[src/rtl/rtc_picoblaze_controller.sv]
// Port-write sequencer for a multiplexed-bus RTC. All register updates go
// through the exposed out_port/port_id/write_strobe bus into a port-mapped
// register bank. The FSM handles button edits, periodic read sweeps, the
// commit of the edited fields and the timer-enable write.
module rtc_picoblaze_controller #(
   parameter int TPH       = 10,
   parameter int RD_PERIOD = 1000
) (
   input  logic       clock,
   input  logic       reset,
   input  logic       BTNPi,
   input  logic       BTNUi,
   input  logic       BTNDi,
   input  logic       BTNRi,
   input  logic       BTNLi,
   input  logic       BTNFi,
   input  logic       BTNTi,
   output logic       AD,
   output logic       CS,
   output logic       RD,
   output logic       WR,
   output logic [7:0] out_port,
   output logic [7:0] port_id,
   output logic       write_strobe,
   output logic       k_write_strobe,
   output logic [7:0] anno_vga_port,
   output logic [7:0] mes_vga_port,
   output logic [7:0] dia_vga_port,
   output logic [7:0] rhora_vga_port,
   output logic [7:0] rmin_vga_port,
   output logic [7:0] rseg_vga_port,
   output logic [7:0] thora_vga_port,
   output logic [7:0] tmin_vga_port,
   output logic [7:0] tseg_vga_port,
   output logic [7:0] addressin_rtc_port,
   output logic [7:0] datain_rtc_port,
   output logic [7:0] win_port,
   output logic [7:0] rin_port,
   output logic [7:0] control_port,
   output logic [7:0] programando_port,
   output logic [7:0] donew_port,
   output logic [7:0] doner_port
);

   typedef enum logic [3:0] {S_IDLE, S_WAIT, S_ADDR, S_DATA, S_FLAG, S_DONE0,
                             S_BUS, S_CLR, S_DONE1, S_EXIT} state_t;
   typedef enum logic [1:0] {K_SWEEP, K_COMMIT, K_TIMER} kind_t;

   localparam logic [15:0] BUS_LAST = 16'(2*TPH+2);

   state_t      state_q, state_d;
   kind_t       kind_q, kind_d;
   logic [3:0]  tx_idx_q, tx_idx_d;
   logic [3:0]  field_q, field_d;
   logic [15:0] bus_cnt_q, bus_cnt_d;
   logic [31:0] rd_cnt_q, rd_cnt_d;
   logic [6:0]  sync1_q, sync2_q, prev_q;
   logic [7:0]  out_port_q, out_port_d, port_id_q, port_id_d;
   logic        ws_q, ws_d, kws_q, kws_d;
   logic [7:0]  bank_q [17];
   logic [6:0]  rise;
   logic        prog, is_wr, last_tx;
   logic [7:0]  fld_cur, tx_addr, tx_data;

   // BCD field limits, indexed by field number (anno, mes, dia, rh, rm, rs, th, tm, ts)
   function automatic logic [7:0] fld_max(input logic [3:0] f);
      case (f)
         4'd0:       return 8'h99;
         4'd1:       return 8'h12;
         4'd2:       return 8'h31;
         4'd3, 4'd6: return 8'h23;
         default:    return 8'h59;
      endcase
   endfunction

   function automatic logic [7:0] fld_min(input logic [3:0] f);
      return (f == 4'd1 || f == 4'd2) ? 8'h01 : 8'h00;
   endfunction

   function automatic logic [7:0] bcd_inc(input logic [7:0] v, input logic [7:0] mn,
                                          input logic [7:0] mx);
      if (v >= mx || v < mn) return mn;
      if (v[3:0] >= 4'd9)    return {v[7:4] + 4'd1, 4'd0};
      return v + 8'd1;
   endfunction

   function automatic logic [7:0] bcd_dec(input logic [7:0] v, input logic [7:0] mn,
                                          input logic [7:0] mx);
      if (v <= mn || v > mx) return mx;
      if (v[3:0] == 4'd0)    return {v[7:4] - 4'd1, 4'd9};
      return v - 8'd1;
   endfunction

   assign rise    = sync2_q & ~prev_q;
   assign prog    = bank_q[14][0];
   assign is_wr   = (kind_q != K_SWEEP);
   assign last_tx = (kind_q == K_TIMER) || (kind_q == K_SWEEP && tx_idx_q == 4'd8) ||
                    (kind_q == K_COMMIT && tx_idx_q == 4'd9);

   // Select the edited field value and the address/data of the current transaction
   always_comb begin
      fld_cur = 8'h00;
      for (int i = 0; i < 9; i++)
         if (field_q == 4'(i)) fld_cur = bank_q[i];
      tx_addr = 8'hF0;
      tx_data = 8'hF0;
      case (tx_idx_q)
         4'd0: begin tx_addr = 8'h21; tx_data = bank_q[5]; end
         4'd1: begin tx_addr = 8'h22; tx_data = bank_q[4]; end
         4'd2: begin tx_addr = 8'h23; tx_data = bank_q[3]; end
         4'd3: begin tx_addr = 8'h24; tx_data = bank_q[2]; end
         4'd4: begin tx_addr = 8'h25; tx_data = bank_q[1]; end
         4'd5: begin tx_addr = 8'h26; tx_data = bank_q[0]; end
         4'd6: begin tx_addr = 8'h41; tx_data = bank_q[8]; end
         4'd7: begin tx_addr = 8'h42; tx_data = bank_q[7]; end
         4'd8: begin tx_addr = 8'h43; tx_data = bank_q[6]; end
         default: ;
      endcase
      if (kind_q == K_TIMER) begin
         tx_addr = 8'h00;
         tx_data = bank_q[13];
      end
   end

   // Next-state logic: button dispatch, sweep timer and the per-transaction port-write sequence
   always_comb begin
      state_d   = state_q;
      kind_d    = kind_q;
      tx_idx_d  = tx_idx_q;
      field_d   = field_q;
      bus_cnt_d = bus_cnt_q;
      rd_cnt_d  = rd_cnt_q;
      out_port_d = out_port_q;
      port_id_d  = port_id_q;
      ws_d       = 1'b0;
      case (state_q)
         S_IDLE: begin
            rd_cnt_d = prog ? 32'd0 : rd_cnt_q + 32'd1;
            if (rise[6]) begin
               ws_d = 1'b1; port_id_d = 8'h0F; out_port_d = prog ? 8'h00 : 8'h01;
               if (!prog) field_d = 4'd0;
               state_d = S_WAIT;
            end else if (rise[5] && prog) begin
               kind_d = K_COMMIT; tx_idx_d = 4'd0; state_d = S_ADDR;
            end else if (rise[4]) begin
               ws_d = 1'b1; port_id_d = 8'h0E; out_port_d = {7'd0, ~bank_q[13][0]};
               kind_d = K_TIMER; tx_idx_d = 4'd0; state_d = S_ADDR;
            end else if (rise[3] && prog) begin
               field_d = (field_q == 4'd8) ? 4'd0 : field_q + 4'd1;
            end else if (rise[2] && prog) begin
               field_d = (field_q == 4'd0) ? 4'd8 : field_q - 4'd1;
            end else if ((rise[1] || rise[0]) && prog) begin
               ws_d = 1'b1; port_id_d = {4'd0, field_q} + 8'd1;
               out_port_d = rise[1] ? bcd_inc(fld_cur, fld_min(field_q), fld_max(field_q))
                                    : bcd_dec(fld_cur, fld_min(field_q), fld_max(field_q));
               state_d = S_WAIT;
            end else if (!prog && rd_cnt_q >= 32'(RD_PERIOD-1)) begin
               kind_d = K_SWEEP; tx_idx_d = 4'd0; rd_cnt_d = 32'd0; state_d = S_ADDR;
            end
         end
         S_WAIT:  state_d = S_IDLE;
         S_ADDR: begin
            ws_d = 1'b1; port_id_d = 8'h0A; out_port_d = tx_addr;
            state_d = is_wr ? S_DATA : S_FLAG;
         end
         S_DATA: begin
            ws_d = 1'b1; port_id_d = 8'h0B; out_port_d = tx_data; state_d = S_FLAG;
         end
         S_FLAG: begin
            ws_d = 1'b1; port_id_d = is_wr ? 8'h0C : 8'h0D; out_port_d = 8'h01;
            state_d = S_DONE0;
         end
         S_DONE0: begin
            ws_d = 1'b1; port_id_d = is_wr ? 8'h10 : 8'h11; out_port_d = 8'h00;
            bus_cnt_d = 16'd0; state_d = S_BUS;
         end
         S_BUS: begin
            if (bus_cnt_q == BUS_LAST) state_d = S_CLR;
            else bus_cnt_d = bus_cnt_q + 16'd1;
         end
         S_CLR: begin
            ws_d = 1'b1; port_id_d = is_wr ? 8'h0C : 8'h0D; out_port_d = 8'h00;
            state_d = S_DONE1;
         end
         S_DONE1: begin
            ws_d = 1'b1; port_id_d = is_wr ? 8'h10 : 8'h11; out_port_d = 8'h01;
            if (!last_tx) begin
               tx_idx_d = tx_idx_q + 4'd1; state_d = S_ADDR;
            end else begin
               state_d = (kind_q == K_COMMIT) ? S_EXIT : S_WAIT;
            end
         end
         S_EXIT: begin
            ws_d = 1'b1; port_id_d = 8'h0F; out_port_d = 8'h00; state_d = S_WAIT;
         end
         default: state_d = S_IDLE;
      endcase
      kws_d = ws_d && (port_id_d == 8'h0E);
   end

   // RTC bus strobes decoded from the bus-phase counter
   always_comb begin
      CS = 1'b1; AD = 1'b1; RD = 1'b1; WR = 1'b1;
      if (state_q == S_BUS) begin
         CS = 1'b0;
         if (bus_cnt_q <= 16'(TPH+1)) begin
            AD = 1'b0;
            if (bus_cnt_q >= 16'd1 && bus_cnt_q <= 16'(TPH)) WR = 1'b0;
         end else if (bus_cnt_q <= 16'(2*TPH+1)) begin
            if (is_wr) WR = 1'b0;
            else       RD = 1'b0;
         end
      end
   end

   // Sequencer state, button synchronizers and the port-write bus registers
   always_ff @(posedge clock or negedge reset) begin
      if (!reset) begin
         state_q <= S_IDLE;   kind_q <= K_SWEEP;  tx_idx_q <= 4'd0;  field_q <= 4'd0;
         bus_cnt_q <= 16'd0;  rd_cnt_q <= 32'd0;
         sync1_q <= 7'd0;     sync2_q <= 7'd0;    prev_q <= 7'd0;
         out_port_q <= 8'h00; port_id_q <= 8'h00; ws_q <= 1'b0;      kws_q <= 1'b0;
      end else begin
         state_q <= state_d;  kind_q <= kind_d;   tx_idx_q <= tx_idx_d; field_q <= field_d;
         bus_cnt_q <= bus_cnt_d; rd_cnt_q <= rd_cnt_d;
         sync1_q <= {BTNPi, BTNFi, BTNTi, BTNRi, BTNLi, BTNUi, BTNDi};
         sync2_q <= sync1_q;  prev_q <= sync2_q;
         out_port_q <= out_port_d; port_id_q <= port_id_d; ws_q <= ws_d; kws_q <= kws_d;
      end
   end

   // Port-mapped register bank: entry i answers to port_id i+1
   always_ff @(posedge clock or negedge reset) begin
      if (!reset) begin
         for (int i = 0; i < 17; i++) bank_q[i] <= 8'h00;
      end else if (ws_q) begin
         for (int i = 0; i < 17; i++)
            if (port_id_q == 8'(i+1)) bank_q[i] <= out_port_q;
      end
   end

   assign out_port       = out_port_q;
   assign port_id        = port_id_q;
   assign write_strobe   = ws_q;
   assign k_write_strobe = kws_q;
   assign anno_vga_port  = bank_q[0];
   assign mes_vga_port   = bank_q[1];
   assign dia_vga_port   = bank_q[2];
   assign rhora_vga_port = bank_q[3];
   assign rmin_vga_port  = bank_q[4];
   assign rseg_vga_port  = bank_q[5];
   assign thora_vga_port = bank_q[6];
   assign tmin_vga_port  = bank_q[7];
   assign tseg_vga_port  = bank_q[8];
   assign addressin_rtc_port = bank_q[9];
   assign datain_rtc_port    = bank_q[10];
   assign win_port           = bank_q[11];
   assign rin_port           = bank_q[12];
   assign control_port       = bank_q[13];
   assign programando_port   = bank_q[14];
   assign donew_port         = bank_q[15];
   assign doner_port         = bank_q[16];

endmodule

[config.mk]
export PLATFORM = sky130hd
export DESIGN_NAME = rtc_picoblaze_controller
export DESIGN_NICKNAME = d
export VERILOG_FILES = /design/src/rtl/rtc_picoblaze_controller.sv
export SDC_FILE = /design/constraint.sdc
export NUM_CORES = 1
export LEC_CHECK = 0
export CORE_ASPECT_RATIO = 2
export CORE_MARGIN = 2
export CORE_UTILIZATION = 55
export CTS_BUF_LIST = sky130_fd_sc_hd__clkbuf_4 sky130_fd_sc_hd__clkbuf_8 sky130_fd_sc_hd__clkbuf_16
export DETAILED_ROUTE_END_ITERATION = 10
export PLACE_DENSITY = 0.9
export SYNTH_ARGS = -nofsm -noshare
export SYNTH_HDL_FRONTEND = slang
export SYNTH_SLANG_ARGS = --single-unit
export TNS_END_PERCENT = 20
[constraint.sdc]
create_clock -name clock -period 6.2 [get_ports clock]
set_clock_uncertainty 0.05 [all_clocks]
set_input_delay 1.24 -clock clock [delete_from_list [all_inputs] [get_ports clock]]
set_output_delay 1.24 -clock clock [all_outputs]
set_load 0.05 [all_outputs]
After elaboration in Yosys (flattened, before gate mapping)

Index checks and enable logic that the tools add are counted.

Register bits after elaboration: 237
Latch bits: 0
Bits in writable memories: 0
ROM bits: 0
Input port bits: 9
Output and inout bits: 158
Word-level logic and storage cells: 323
Memories kept: 0

Add/subtract/negate cells: 10
Multiply operators: 0
Div/mod/pow operators: 0
Order comparisons: 10
Equal/unequal tests: 67
Shift operators: 0
Muxes and demuxes: 146
Bitwise operators: 4
Reduce and logical (&&, ||, !) cells: 56

Operators by type and width:

| cell                    | count |
|---|---|
| $mux W8                 | 39 |
| $mux W32                | 8 |
| $pmux W8 S9             | 2 |
| $mux W4                 | 26 |
| $eq A8 B4 Y1 const B    | 9 |
| $mux W1                 | 56 |
| $eq A4 B3 Y1 const B    | 12 |
| $pmux W8 S6             | 1 |
| $pmux W8 S5             | 1 |
| $pmux W4 S9             | 1 |
| $reduce_and A2 Y1       | 18 |
| $add A32 B1 Y32 const B | 1 |
| $eq A8 B3 Y1 const B    | 4 |
| $ge A32 B10 Y1 const B  | 1 |
| $le A16 B4 Y1 const B   | 2 |
| $pmux W16 S2            | 1 |
| $pmux W8 S4             | 1 |
| $ne A4 B4 Y1 const B    | 7 |
| $eq A4 B2 Y1 const B    | 6 |
| $eq A4 B4 Y1 const B    | 5 |
| $add A16 B1 Y16 const B | 1 |
| $eq A16 B5 Y1 const B   | 1 |
| $eq A8 B2 Y1 const B    | 2 |
| $eq A8 B5 Y1 const B    | 2 |
| other kinds (44)        | 86 |

Logic depth before layout (Yosys ltp)

Depth after elaboration: 39
Mapped depth: 20
Depth with buffers taken out: 17

Worst setup path after synthesis

Ideal clock, no wire load.

Path kind: reg-to-reg
Start point: register field_q[0]
End point: register out_port_q[1] (netlist: out_port[1])
Setup time: 0.124 ns
Data arrival time: 3.895 ns
Data required time: 6.026 ns
Path slack: 2.132 ns
Stages on the path, launching flop included: 21
Path buffers: 4
Period minus slack after synthesis: 4.068 ns
Cell sequence: dfrtp_1 -> inv_1 -> ha_1 -> buf_6 -> buf_6 -> buf_2 -> nand2b_1 -> a211oi_1 -> o31ai_1 -> o21ai_1 -> ha_1 -> a21o_1 -> a21o_1 -> a21oi_1 -> a21oi_1 -> a2bb2oi_1 -> a41oi_1 -> buf_2 -> mux2i_1 -> a221oi_2 -> nor2_1

Word-level cells in the longest chain between the ends: 30
Elaborated cells on any way between the ends: 88
Classes of those cells: add/sub: 2; order compare: 5; eq/ne: 8; mux: 67; reduce/logical: 6

Ends and longest elaborated chain:

| item                                                                  | RTL line | source |
|---|---|---|
| start, declared                                                       | 54       | `logic [3:0] field_q, field_d;` |
| start signal, assigned                                                | 224      | `state_q <= state_d; kind_q <= kind_d; tx_idx_q <= tx_idx_d; field_q <= field_d;` |
| parallel branches: the longest is 22 deep, another holds $gt A8 B8 Y1 | -        |  |
| $mux W8 (*)                                                           | 154      | `out_port_d = rise[1] ? bcd_inc(fld_cur, fld_min(field_q), fld_max(field_q))` |
| $mux W8 (*)                                                           | 152      | `end else if ((rise[1] \|\| rise[0]) && prog) begin` |
| $mux W8 (*)                                                           | 150      | `end else if (rise[2] && prog) begin` |
| $mux W8 (*)                                                           | 148      | `end else if (rise[3] && prog) begin` |
| $mux W8 (*)                                                           | 145      | `end else if (rise[4]) begin` |
| $mux W8 (*)                                                           | 143      | `end else if (rise[5] && prog) begin` |
| $mux W8 (*)                                                           | 139      | `if (rise[6]) begin` |
| $pmux W8 S5 (*)                                                       | 136      | `case (state_q)` |
| end signal, assigned                                                  | 228      | `out_port_q <= out_port_d; port_id_q <= port_id_d; ws_q <= ws_d; kws_q <= kws_d;` |
| end, declared                                                         | 58       | `logic [7:0] out_port_q, out_port_d, port_id_q, port_id_d;` |

Every way passes the cells marked *. The select of a mux whose other input is x is not followed.
A chain may end at the register's enable or synchronous reset.

Worst setup path after layout

Start point: register field_q[0]
End point: register out_port_q[4] (netlist: out_port[4])

The elaborated chain is that of the path after synthesis.

==> results.md <==
- Final Wtd Congestion: 1.00
- Unrepaired setup endpoints after global routing: false
- Grt total ovfl: 0
- Crit path DAT: 5.21 ns
- Total number of vias: 11,500
- Via density: 6.60
- Critical Path Start Type: flip-flop
- Worst setup EP type: flip-flop
- CP Max Fanout: 27
- Worst setup path start: field_q[0]
- Ant diodes: 0
- Mapped Cells: 1,304
- Sequential share of power: 0.257
- Setup TNS: 0 ns
- Tcrit/Tclk final: 0.773
- Post-DRT Antenna Nets: 0
- First-pass GRT wire length: 67.1 mm
- Tmin final: 4.79 ns
- Fin. max-slew vios: 0
- CTS buffer count: 22
- Worst-Skew Late Latency: 0.53 ns
- Hold WS: 0.297 ns
- Overall routing resource usage: 0.345
- Most frequent cells in the layout: dfrtp_1 (237), clkdlybuf4s50_1 (165), mux2_2 (139), nand2_1 (102), nor2_1 (94)
- HP Class: flip-flop to flip-flop
- Setup slack, reg-to-reg: 1.41 ns
- DP HPWL: 31.7 mm
- Slew @ Worst Pin: 1.33 ns
- DIE HEIGHT: 223 µm
- Area taken by multi-input logic gates: 6720 µm²
- TritonCTS clock tree: done
- NetSw: 5.26 mW
- Sink Count: 237
- Root buf cell: clkbuf_16
- Pwr per Cell Area: 659 nW/µm²
- Core Rows: 80
- Core area: 23,700 µm²
- IO buf count: 166
- Min-delay src: sync1_q[1]
- Worst-case reg-to-reg path depth: 14
- Synthesis Warnings: 0
- Status: completed
- Cts hold-fix bufs: 0
- Part of the power in combinational logic: 0.595
- Pleak: 6.70 nW
- Peak Freq: 0.209 GHz
- Cell area after synthesis: 13,200 µm²
- Seq. cell area: 5930 µm²
- Syn Nets: 1,339
- Worst hold stages: 0
- DRC Markers: 0
- Area grow syn2layout: 20.4%
- Filler cells: 1,811
- R2r endpoint: out_port[4]
- VDD IR-drop max: 0.291 mV
- Die footprint: 25,300 µm²
- Worst rel slew slack: 0.112
- I/O pin count: 167
- Layout cells sized above 1: 0.166
- Post-synthesis sequential area ratio: 0.451
- Crit Path Class: flip-flop to flip-flop
- Post-CTS Setup Repair Bufs: 0
- Mean Syn Cell Area: 10.1 µm²
- Most used DFF post-synth: dfrtp_1
- # setup viols final: 0
- Post-cts repair resize count: 0
- Fin nets: 1,474
- Vias in the first global route: 11,600
- Sw frac: 0.504
- Hold EP: sync2_q[1]
- Wirelength, routed: 43.7 mm
- Reg clk slew, reported paths: 0.07 ns
- Starting Density: 0.555
- Length of the first detailed-routing pass in iterations: 7
- Req. time, crit path: 6.62 ns
- Initial DRC count: 1,140
- Clock power share: 0.148
- EDFF count, synth: 0
- Initial antenna violation count: 0
- Chip width: 113 µm
- Commonest non-fill, non-tap cell in the layout: dfrtp_1
- Pin count of the biggest net entering global routing: 146
- Critical R2R Launch: field_q[0]
- Wire length per cell: 25.1 µm
- Yosys reg bits: 237
- Fin. Hold Viols: 0
- Pint: 5.18 mW
- Max-Cap Viols: 0
- CTS max path bufs: 3
- Asr flop ratio synth: 1.00
- H-tree Lvls: 1
- Synth cell types: 95
-- metal layers --
metal / up-vias / track usage / share of wire
li1: 5058 / - / -
met1: 5611 / 0.362 / 0.33
met2: 616 / 0.612 / 0.52
met3: 213 / 0.0529 / 0.064
met4: 0 / 0.250 / 0.087
met5: - / 0 / 0
-- cell usage after synthesis (5+ instances only) --
cell type,number,area (µm²)
nor4_1,12,75.1
a22o_1,8,70.1
buf_2,9,45.0
xnor2_1,11,96.3
nand4_1,13,81.3
nand2_1,102,383
nor2b_1,33,206
a2bb2oi_1,6,52.6
nor3_1,26,130
and2_1,9,56.3
nor3b_1,6,45.0
a211oi_1,10,75.1
o221ai_1,9,78.8
a221oi_1,6,52.6
inv_1,37,139
buf_6,8,90.1
nand3_1,43,215
a31oi_1,12,75.1
xor2_1,17,149
ha_1,26,325
and4_1,7,61.3
nor2_1,94,353
a21oi_1,57,285
o41ai_1,5,43.8
or3_1,8,50.1
o31ai_1,21,158
and3_1,12,75.1
dfrtp_1,237,5930
mux2_2,139,1570
a222oi_1,12,120
clkbuf_1,54,203
o211ai_1,16,120
o21ai_0,88,440
o31a_1,5,43.8
mux2i_1,11,110
o22ai_1,8,50.1
nand2b_1,18,113
o21ai_1,9,45.0
-- how the worst max path moves through the flow --
stage                             end  slack [ns]  depth (start not counted)
after global routing      out_port[4]        1.07                         14
final                     out_port[4]        1.41                         14
after floorplan           out_port[1]        2.13                         20
after detailed placement  out_port[4]        1.50                         14
after CTS                 out_port[4]        1.46                         14
after global placement    out_port[4]        1.56                         14
-- power by group through the flow --
stage	Sequential (mW)	Clock, mW	Combinational (mW)
after floorplan	3.75	0	2.97
after global placement	2.65	0	6.04
after detailed placement	2.68	0	6.10
after CTS	2.66	1.56	6.14
after global routing	2.72	1.62	6.56
final	2.69	1.54	6.21
-- state kept, by name, indices dropped and copies added (netlist names), 8 cells and up --
register	count
addressin_rtc_port	8
anno_vga_port	8
bus_cnt_q	16
control_port	8
datain_rtc_port	8
dia_vga_port	8
doner_port	8
donew_port	8
mes_vga_port	8
out_port	8
port_id	8
programando_port	8
rd_cnt_q	32
rhora_vga_port	8
rin_port	8
rmin_vga_port	8
rseg_vga_port	8
thora_vga_port	8
tmin_vga_port	8
tseg_vga_port	8
win_port	8
-- worst max-delay path: stages (launching register included) --
cell and delay, ns:
dfrtp_1 0.51, ha_1 0.89, buf_4 0.32, a21oi_2 0.06, o32a_1 0.33, o31a_1 0.43, ha_1 0.35, a211oi_1 0.39
nand2b_1 0.09, o21ai_0 0.21, o211ai_2 0.13, or4b_4 0.56, o221ai_1 0.22, a21oi_1 0.07, nor2_1 0.10
-- per-stage QoR --
step	setup WS [ns]	std cells	utilization	power, mW	area (µm²)
after floorplan	2.13	1304	-	6.72	13200
after global placement	1.56	1702	0.633	8.69	15000
after detailed placement	1.50	1702	0.633	8.78	15000
after CTS	1.46	1741	0.668	10.4	15800
after global routing	1.07	1741	0.668	10.9	15800
final	1.41	1741	0.668	10.4	15800
-- cells by family after synthesis --
group / after synthesis / share of synthesized area
fa+ha+maj: 26 / 0.0247
buf+inv: 118 / 0.0402
xor+xnor: 28 / 0.0186
compound gates: 328 / 0.172
simple gates: 416 / 0.165
mux: 151 / 0.128
flops: 237 / 0.451
-- layout make-up --
class                   count  share of cell area
flip-flops and latches    237               0.374
clock buffers              30              0.0401
repair buffers            189               0.117
multi-input cells         949               0.424
inverters                  40             0.00948
clock inverters             9              0.0120
well taps                 287              0.0227
(Power assumes the default switching activity.)
